$ cat src/rtl/uart_pkg.sv
// Shared UART definitions: receiver FSM states and the boot handshake bytes
// exchanged with the transmit side.
package uart_pkg;

    typedef enum logic [2:0] {
        IDLE  = 3'd0,
        START = 3'd1,
        DATA  = 3'd2,
        STOP  = 3'd3,
        BREAK = 3'd4
    } rx_state_t;

    localparam logic [7:0] BOOT_READY = 8'h99;
    localparam logic [7:0] BOOT_DONE  = 8'hAA;

    // Counter width able to hold 0 .. (2*half - 1).
    function automatic int bit_cnt_width(input int half);
        return (half < 2) ? 2 : $clog2(2 * half);
    endfunction

endpackage

$ cat src/rtl/uart_word_rx_if.sv
// Word-level receive bundle: serial line in, assembled words and error strobe out.
interface uart_word_rx_if;
    logic        rxd;
    logic [31:0] rword;
    logic        rword_ready;
    logic        ferr;

    modport master (
        input  rxd,
        output rword,
        output rword_ready,
        output ferr
    );

    modport slave (
        output rxd,
        input  rword,
        input  rword_ready,
        input  ferr
    );
endinterface

$ cat src/rtl/uart_rx_byte.sv
// 8N1 byte receiver: 2-FF synchroniser on rxd, mid-bit sampling FSM,
// single-cycle byte_valid / frame_err strobes at the stop-bit sample.
module uart_rx_byte
    import uart_pkg::*;
#(
    parameter int CLK_PER_HALF_BIT = 5208
) (
    input  logic       clk,
    input  logic       reset,
    input  logic       rxd,
    output logic [7:0] data_byte,
    output logic       byte_valid,
    output logic       frame_err
);

    localparam int BIT_PERIOD = 2 * CLK_PER_HALF_BIT;
    localparam int CW         = bit_cnt_width(CLK_PER_HALF_BIT);

    localparam logic [CW-1:0] HALF_LAST = CW'(CLK_PER_HALF_BIT - 1);
    localparam logic [CW-1:0] BIT_LAST  = CW'(BIT_PERIOD - 1);

    logic [1:0]    sync_reg;
    logic          rx_s;
    rx_state_t     state_reg;
    rx_state_t     state_next;
    logic [CW-1:0] cnt_reg;
    logic [2:0]    bit_reg;
    logic [7:0]    shift_reg;
    logic          half_tick;
    logic          bit_tick;

    always_ff @(posedge clk) begin
        if (!reset) begin
            sync_reg <= 2'b11;
        end else begin
            sync_reg <= {sync_reg[0], rxd};
        end
    end

    assign rx_s      = sync_reg[1];
    assign half_tick = (cnt_reg == HALF_LAST);
    assign bit_tick  = (cnt_reg == BIT_LAST);

    always_ff @(posedge clk) begin
        if (!reset) begin
            state_reg <= IDLE;
        end else begin
            state_reg <= state_next;
        end
    end

    always_comb begin
        state_next = state_reg;
        case (state_reg)
            IDLE:  if (!rx_s) state_next = START;
            START: if (half_tick) state_next = rx_s ? IDLE : DATA;
            DATA:  if (bit_tick && bit_reg == 3'd7) state_next = STOP;
            STOP:  if (bit_tick) state_next = rx_s ? IDLE : BREAK;
            BREAK: if (rx_s) state_next = IDLE;
            default: state_next = IDLE;
        endcase
    end

    // Counter restarts at each sample point so later samples stay centred in their bit.
    always_ff @(posedge clk) begin
        if (!reset) begin
            cnt_reg   <= '0;
            bit_reg   <= 3'd0;
            shift_reg <= 8'd0;
        end else begin
            case (state_reg)
                START: begin
                    cnt_reg <= half_tick ? '0 : cnt_reg + CW'(1);
                    bit_reg <= 3'd0;
                end
                DATA: begin
                    if (bit_tick) begin
                        cnt_reg   <= '0;
                        bit_reg   <= bit_reg + 3'd1;
                        shift_reg <= {rx_s, shift_reg[7:1]};
                    end else begin
                        cnt_reg <= cnt_reg + CW'(1);
                    end
                end
                STOP: begin
                    cnt_reg <= bit_tick ? '0 : cnt_reg + CW'(1);
                end
                default: begin
                    cnt_reg <= '0;
                    bit_reg <= 3'd0;
                end
            endcase
        end
    end

    always_comb begin
        byte_valid = 1'b0;
        frame_err  = 1'b0;
        if (state_reg == STOP && bit_tick) begin
            byte_valid = rx_s;
            frame_err  = !rx_s;
        end
    end

    assign data_byte = shift_reg;

endmodule

$ cat src/rtl/uart_word_rx.sv
// UART word receiver: packs four bytes LSB-first into a 32-bit word and strobes
// rword_ready for one cycle; a framing error drops the partial word.
module uart_word_rx
    import uart_pkg::*;
#(
    parameter int CLK_PER_HALF_BIT = 5208
) (
    uart_word_rx_if.master bus,
    input  logic           clk,
    input  logic           reset
);

    logic [7:0]  data_byte;
    logic        byte_valid;
    logic        frame_err;
    logic [1:0]  byte_idx_reg;
    logic [23:0] rword_buf;
    logic [31:0] rword_reg;
    logic        rword_ready_reg;
    logic        ferr_reg;

    uart_rx_byte #(
        .CLK_PER_HALF_BIT(CLK_PER_HALF_BIT)
    ) u_rx_byte (
        .clk       (clk),
        .reset     (reset),
        .rxd       (bus.rxd),
        .data_byte (data_byte),
        .byte_valid(byte_valid),
        .frame_err (frame_err)
    );

    // Lanes 0..2 are buffered; lane 3 goes straight into rword with the buffer.
    for (genvar gi = 0; gi < 3; gi++) begin : g_lane
        logic [7:0] lane_reg;

        always_ff @(posedge clk) begin
            if (!reset) begin
                lane_reg <= 8'd0;
            end else if (byte_valid && byte_idx_reg == 2'(gi)) begin
                lane_reg <= data_byte;
            end
        end

        assign rword_buf[8*gi +: 8] = lane_reg;
    end

    always_ff @(posedge clk) begin
        if (!reset) begin
            byte_idx_reg    <= 2'd0;
            rword_reg       <= 32'd0;
            rword_ready_reg <= 1'b0;
            ferr_reg        <= 1'b0;
        end else begin
            rword_ready_reg <= 1'b0;
            ferr_reg        <= frame_err;
            if (frame_err) begin
                byte_idx_reg <= 2'd0;
            end else if (byte_valid) begin
                byte_idx_reg <= byte_idx_reg + 2'd1;
                if (byte_idx_reg == 2'd3) begin
                    rword_reg       <= {data_byte, rword_buf};
                    rword_ready_reg <= 1'b1;
                end
            end
        end
    end

    assign bus.rword       = rword_reg;
    assign bus.rword_ready = rword_ready_reg;
    assign bus.ferr        = ferr_reg;

endmodule

$ cat src/flat_wrapper.sv
// flat-port wrapper written by rule: the top's interface ports become plain ports
module uart_word_rx_flat import uart_pkg::*;
#(
    parameter int CLK_PER_HALF_BIT = 5208
)
  (clk, reset, bus_rxd, bus_rword, bus_rword_ready, bus_ferr);
  uart_word_rx_if bus_i ();
  input  logic clk;
  input  logic reset;
  input wire logic [$bits(bus_i.rxd)-1:0] bus_rxd;
  output wire logic [$bits(bus_i.rword)-1:0] bus_rword;
  output wire logic [$bits(bus_i.rword_ready)-1:0] bus_rword_ready;
  output wire logic [$bits(bus_i.ferr)-1:0] bus_ferr;
  assign bus_i.rxd = bus_rxd;
  assign bus_rword = bus_i.rword;
  assign bus_rword_ready = bus_i.rword_ready;
  assign bus_ferr = bus_i.ferr;
  uart_word_rx #(.CLK_PER_HALF_BIT(CLK_PER_HALF_BIT)) u_core (.bus(bus_i), .clk(clk), .reset(reset));
endmodule
$ cat config.mk
export PLATFORM = sky130hd
export DESIGN_NAME = uart_word_rx_flat
export DESIGN_NICKNAME = d
export VERILOG_FILES = /design/src/rtl/uart_pkg.sv /design/src/rtl/uart_word_rx_if.sv /design/src/rtl/uart_rx_byte.sv /design/src/rtl/uart_word_rx.sv /design/src/flat_wrapper.sv
export SDC_FILE = /design/constraint.sdc
export NUM_CORES = 1
export LEC_CHECK = 0
export ABC_AREA = 1
export BUFFER_PORTS_ARGS = -buffer_cell sky130_fd_sc_hd__buf_2
export CAP_MARGIN = 20
export CORE_MARGIN = 5
export CORE_UTILIZATION = 50
export DETAILED_ROUTE_END_ITERATION = 12
export GPL_TIMING_DRIVEN = 0
export PLACE_DENSITY = 0.69
export SLEW_MARGIN = 10
export SYNTH_ARGS = -nofsm -noshare
export SYNTH_HDL_FRONTEND = slang
export SYNTH_SLANG_ARGS = --single-unit
$ cat constraint.sdc
create_clock -name clk -period 2.7 [get_ports clk]
set_input_delay 0.135 -clock clk [delete_from_list [all_inputs] [get_ports clk]]
set_output_delay 0.135 -clock clk [all_outputs]
set_load 0.02 [all_outputs]
### Yosys cells after proc, flatten, opt, wreduce, memory -nomap -nowiden

Cells that the tools add are included.

* bits of input ports: 3
* logic and storage cells: 66
* output and inout port bits: 34
* bits in registers: 90

* mux-type cells: 16
* bitwise logic cells: 4
* reductions and logical operators: 15
* add/sub/neg operators: 3
* eq/ne operators: 16

Operator list (number)
* 2-to-1 mux 14 bit: 2
* case mux 14 bit (2 select lines): 1
* 2-to-1 mux 3 bit: 7
* case mux 3 bit (5 select lines): 1
* adder 14 x 1 -> 14 bit (second input constant): 1
* == test 14 x 13 -> 1 bit (second input constant): 1
* == test 14 bit (second input constant): 1
* != test 2 bit (second input constant): 6
* == test 3 x 2 -> 1 bit (second input constant): 2
* == test 3 bit (second input constant): 2
* case mux 3 bit (2 select lines): 1
* logical AND 1 bit: 5
* AND reduction 5 bit: 1
* == test 2 bit (second input constant): 2
* NOT 1 bit: 4
* AND reduction 2 bit: 2
* OR reduction 2 bit: 2
* adder 3 x 1 -> 3 bit (second input constant): 1
* == test 3 x 1 -> 1 bit (second input constant): 1
* logical NOT 3 bit: 1
* 2-to-1 mux 1 bit: 3
* AND reduction 3 bit: 1
* OR reduction 3 bit: 1
* adder 2 x 1 -> 2 bit (second input constant): 1
* 4 further kinds: 4

### Logic depth before layout (Yosys ltp)

* depth after elaboration: 5
* depth in mapped cells: 12
* mapped depth without buffers: 10

### By module

Synthesis repeated with hierarchy kept, for this count alone.

* cells, all modules: 527
* area total of the unflattened synthesis: 3862.5 sq um

By module, submodules not included
* uart_word_rx: times used 1, cells an instance 331, area each 2341.0 sq um, seq. area each 1201.2 sq um
* uart_rx_byte: times used 1, cells an instance 196, area each 1521.5 sq um, seq. area each 600.6 sq um

### Least setup slack after synthesis

Ideal clock, no wire load.

* kind: reg2reg
* start: register u_core.u_rx_byte.cnt_reg[0]
* end: register u_core.rword_reg[0] (netlist: u_core.bus.rword[0])
* period minus slack after synthesis: 1.643 ns
* buffers on the path: 2
* cell stages (with the launch flop): 11
* arrival time: 1.530 ns
* required time: 2.587 ns
* library setup time: 0.113 ns
* path slack: 1.057 ns
* cells stage by stage: dfxtp_1 ha_1 nand3_1 nor2_1 nand2_1 clkinv_2 nand3_2 buf_6 buf_2 nor2_1 nor2_1

* word-level cells in the longest chain between the ends: 5
* elaborated cells between the ends (all ways): 6
* classes of those cells: 1 x eq/ne; 2 x mux; 1 x bitwise; 2 x reduce/logical

RTL lines
* start: declaration: RTL line uart_rx_byte.sv:26 `logic [CW-1:0] cnt_reg;`
* start signal: assignment: RTL line uart_rx_byte.sv:73 `cnt_reg <= half_tick ? '0 : cnt_reg + CW'(1);`
* start signal: assignment: RTL line uart_rx_byte.sv:82 `cnt_reg <= cnt_reg + CW'(1);`
* start signal: assignment: RTL line uart_rx_byte.sv:86 `cnt_reg <= bit_tick ? '0 : cnt_reg + CW'(1);`
* == test 14 bit *: RTL line uart_rx_byte.sv:42 `assign bit_tick = (cnt_reg == BIT_LAST);`
* logical AND 1 bit *: RTL line uart_rx_byte.sv:99 `if (state_reg == STOP && bit_tick) begin`
* 2-to-1 mux 1 bit: RTL line uart_rx_byte.sv:99
* NOT 1 bit (no source line)
* AND reduction 3 bit (no source line) *
* end signal: assignment: RTL line uart_word_rx.sv:62 `rword_reg <= {data_byte, rword_buf};`
* end: declaration: RTL line uart_word_rx.sv:18 `logic [31:0] rword_reg;`

Mark *: on every way between the ends. The rest lies on a longest branch, timed or not.
A chain may end at the register's enable or synchronous reset.

### Worst setup path in the final report

* start: register u_core.u_rx_byte.cnt_reg[0]
* end: register u_core.rword_reg[28] (netlist: u_core.bus.rword[28])

The elaborated chain is that of the path after synthesis.

==> metrics <==
Final Non-Filler Cells=approximately 740; Mean Syn Cell Area=6.67 sq um; CTS Buffer Depth=2; port bufs=35; Setup crit end kind=flip-flop; min Tclk post-route=just under 2 ns; gr busiest metal=met2; layout cells sized above 1=0.117; final instance area=~0.0045 sq mm; crit-path max FO=10; initial core utilization=0.511; Pwr Density=between 600 and 700 mW/mm^2; Die ar.=0.00973 sq mm; Synth Instances=approximately 590; Final HPWL DP=between 5000 and 6000 microns; GRT Total Usage=0.174; RSZ-0062 raised after global routing=false; DR WL/cell=10.7 microns; Final Skew=0.00930 ns; Vias=between 3k and 4k; DRT iter0 DRCs=139; fill cell count=between 700 and 800; Fin. Hold Viols=0; die width=a little under 100 microns; Detail Route Antenna Nets=0; vias in the first global route=3007; CTS Sinks=90; critical path, cell by cell=ha_1 -> nand3_1 -> nor2_1 -> nand2_1 -> clkinv_2 -> nand3_2 -> buf_6 -> buf_2 -> nor2_1 -> nor2_1; fmax=between 500 and 600 MHz; Mapped Nets=between 500 and 600; delay of the slowest critical-path stage=around 0.45 ns; #FFs+latches synth=90; P&R area growth vs syn=13.8%; Synth top area share=0.459; Lkg Pwr=between 2 and 2.5 nW; Netlist Area Pre-Place=roughly 0.0039 sq mm; met1 usage=0.234; largest net degree at the start of global routing=15; synth warn=0; GR Util met3=0.0297; first-pass GRT wire length=13800 microns; worst vdd ir=approximately 0.00042 V; # setup viols final=0; worst-skew pair later-pin latency=between 0.3 and 0.4 ns; Die Height=between 90 and 100 microns; number of flip-flops in the largest register=32; Remaining Overflow, GRT=0; CTS tree=done; initial antenna violation count=0; Core Util, Final=0.581; ys flop type=dfxtp_1; CTS root buffer=clkbuf_8; Num CTS Buffers=9; Sum Neg Setup Slack=0 ns; Data arrival, critical path=roughly 2.2 ns; drt drc=0; synth top area cells=dfxtp_1 46%, nand2_1 16%, nor2_1 15%, inv_1 7.7%, ha_1 2.2%; Reg clk slew, reported paths=approximately 0.08 ns; asr flop ratio synth=0; Worst Hold Class=in2reg; post-CTS setup buffer count=0; H-tree depth=3; site row count=32; Slew HR=0.626; Crit path required time=about 3 ns; cell count after placement=about 730; area post-placement=~0.0042 sq mm; max-cap violations=0; max-slew violations=0; critical path's slowest cell=dfxtp_1; Setup CP Type=reg2reg; cell mode on critical path=nor2_1; outcome=complete, no violations; aggregate routed wire length=between 7000 and 8000 microns; number of flops mapped to enable cells by yosys=0; sequential share of the synthesized area=0.459; final worst-path cycle share=0.721; num ports=37; Synth cell types=24; TritonRoute pass-1 iters=4; GR Util met2=0.275; pre-CTS WS=0.751 ns; area leader, netlist=dfxtp_1; Critical Path Source Type=flip-flop; setup ws final=roughly 0.75 ns; Core Area=0.00769 sq mm; Tightest Pin Transition=around 0.56 ns; Final Net Count=between 600 and 700; RePlAce Congestion=0.812; Ant. Diodes=0; Via density=approximately 4.5
-- logic make-up after synthesis --
kind of cell               share of synthesized area
DFF                                            0.459
and+or+nand+nor                                0.376
xor gates and xnor gates                      0.0111
buffers and inverters                          0.107
adders and majority gates                     0.0223
AOI/OAI and AO/OA                             0.0252
-- final timing paths --
| kind | depth (start not counted) | startpoint | to | slack (ns) |
|---|---|---|---|---|
| worst max-delay path | 10 | u_core.u_rx_byte.cnt_reg[0] | u_core.bus.rword[28] | 0.75 |
| worst min-delay path | 3 | reset | u_core.u_rx_byte.sync_reg[1] | 0.24 |
| worst max register to register | 10 | u_core.u_rx_byte.cnt_reg[0] | u_core.bus.rword[28] | 0.75 |
| worst min register to register | 1 | u_core.u_rx_byte.sync_reg[0] | u_core.u_rx_byte.sync_reg[1] | 0.42 |
-- worst max-delay path, delay by kind of cell (launching register included) --
kind | cells | cell delay [ns]
simple gates | 6 | 0.68
buf+inv | 3 | 0.49
flops | 1 | 0.45
fa+ha+maj | 1 | 0.23
-- synth_stat cells (all sizes together) (4+ instances only) --
master	instances
ha	7
o21ai	6
inv	83
nor2	164
xor2	5
nor3b	5
nand3	16
a21oi	12
buf	11
nor3	4
dfxtp	90
clkbuf	8
nand2	169
-- what timing repair did --
item | in CTS | in global routing
endpoints found under the hold margin | 1 | 0
gates resized for setup | 0 | 0
hold buffers | 1 | 0
-- stage by stage --
| stage | power, mW | hold slack [ns] |
|---|---|---|
| final | 2.71 | 0.239 |
| after global routing | 2.85 | 0.268 |
| after CTS | 2.73 | 0.212 |
| after detailed placement | 1.70 | 0.340 |
| after global placement | 1.69 | 0.334 |
| after floorplan | 1.64 | 0.242 |
-- power by group --
group | internal (mW) | leakage, nW | switching [mW] | total, mW
Combinational | 0.0909 | 1.55 | 0.193 | 0.284
Sequential | 1.36 | 0.726 | 0.0333 | 1.39
Clock | 0.573 | 0.117 | 0.463 | 1.04
Total | 2.02 | 2.39 | 0.690 | 2.71
-- routing by layer --
layer | share of wire | wire, microns
met4 | 0.015 | 120
met2 | 0.45 | 3540
met3 | 0.044 | 348
met5 | 0 | 0
met1 | 0.49 | 3920
-- area by class of cell --
class	instances	area, sq um	share of cell area
Clock buffer	12	155	0.0347
Sequential cell	90	1800	0.403
Tap cell	102	128	0.0286
Clock inverter	4	73.8	0.0165
Buffer	19	104	0.0232
Timing Repair Buffer	36	185	0.0414
Inverter	84	317	0.0708
Multi-Input combinational cell	396	1710	0.382
-- placed cells by master, fill, tap and decap left out, types with 4 or more instances in the layout --
master      n
buf_2      43
dfxtp_1    90
o21ai_0     6
clkbuf_1    9
ha_1        7
inv_1      81
nand3_1    12
a21oi_1    12
nand3_2     4
xor2_1      5
clkbuf_8   11
nand2_1   169
nor2_1    161
nor3b_1     5
Power figures use the tool's default switching activity.
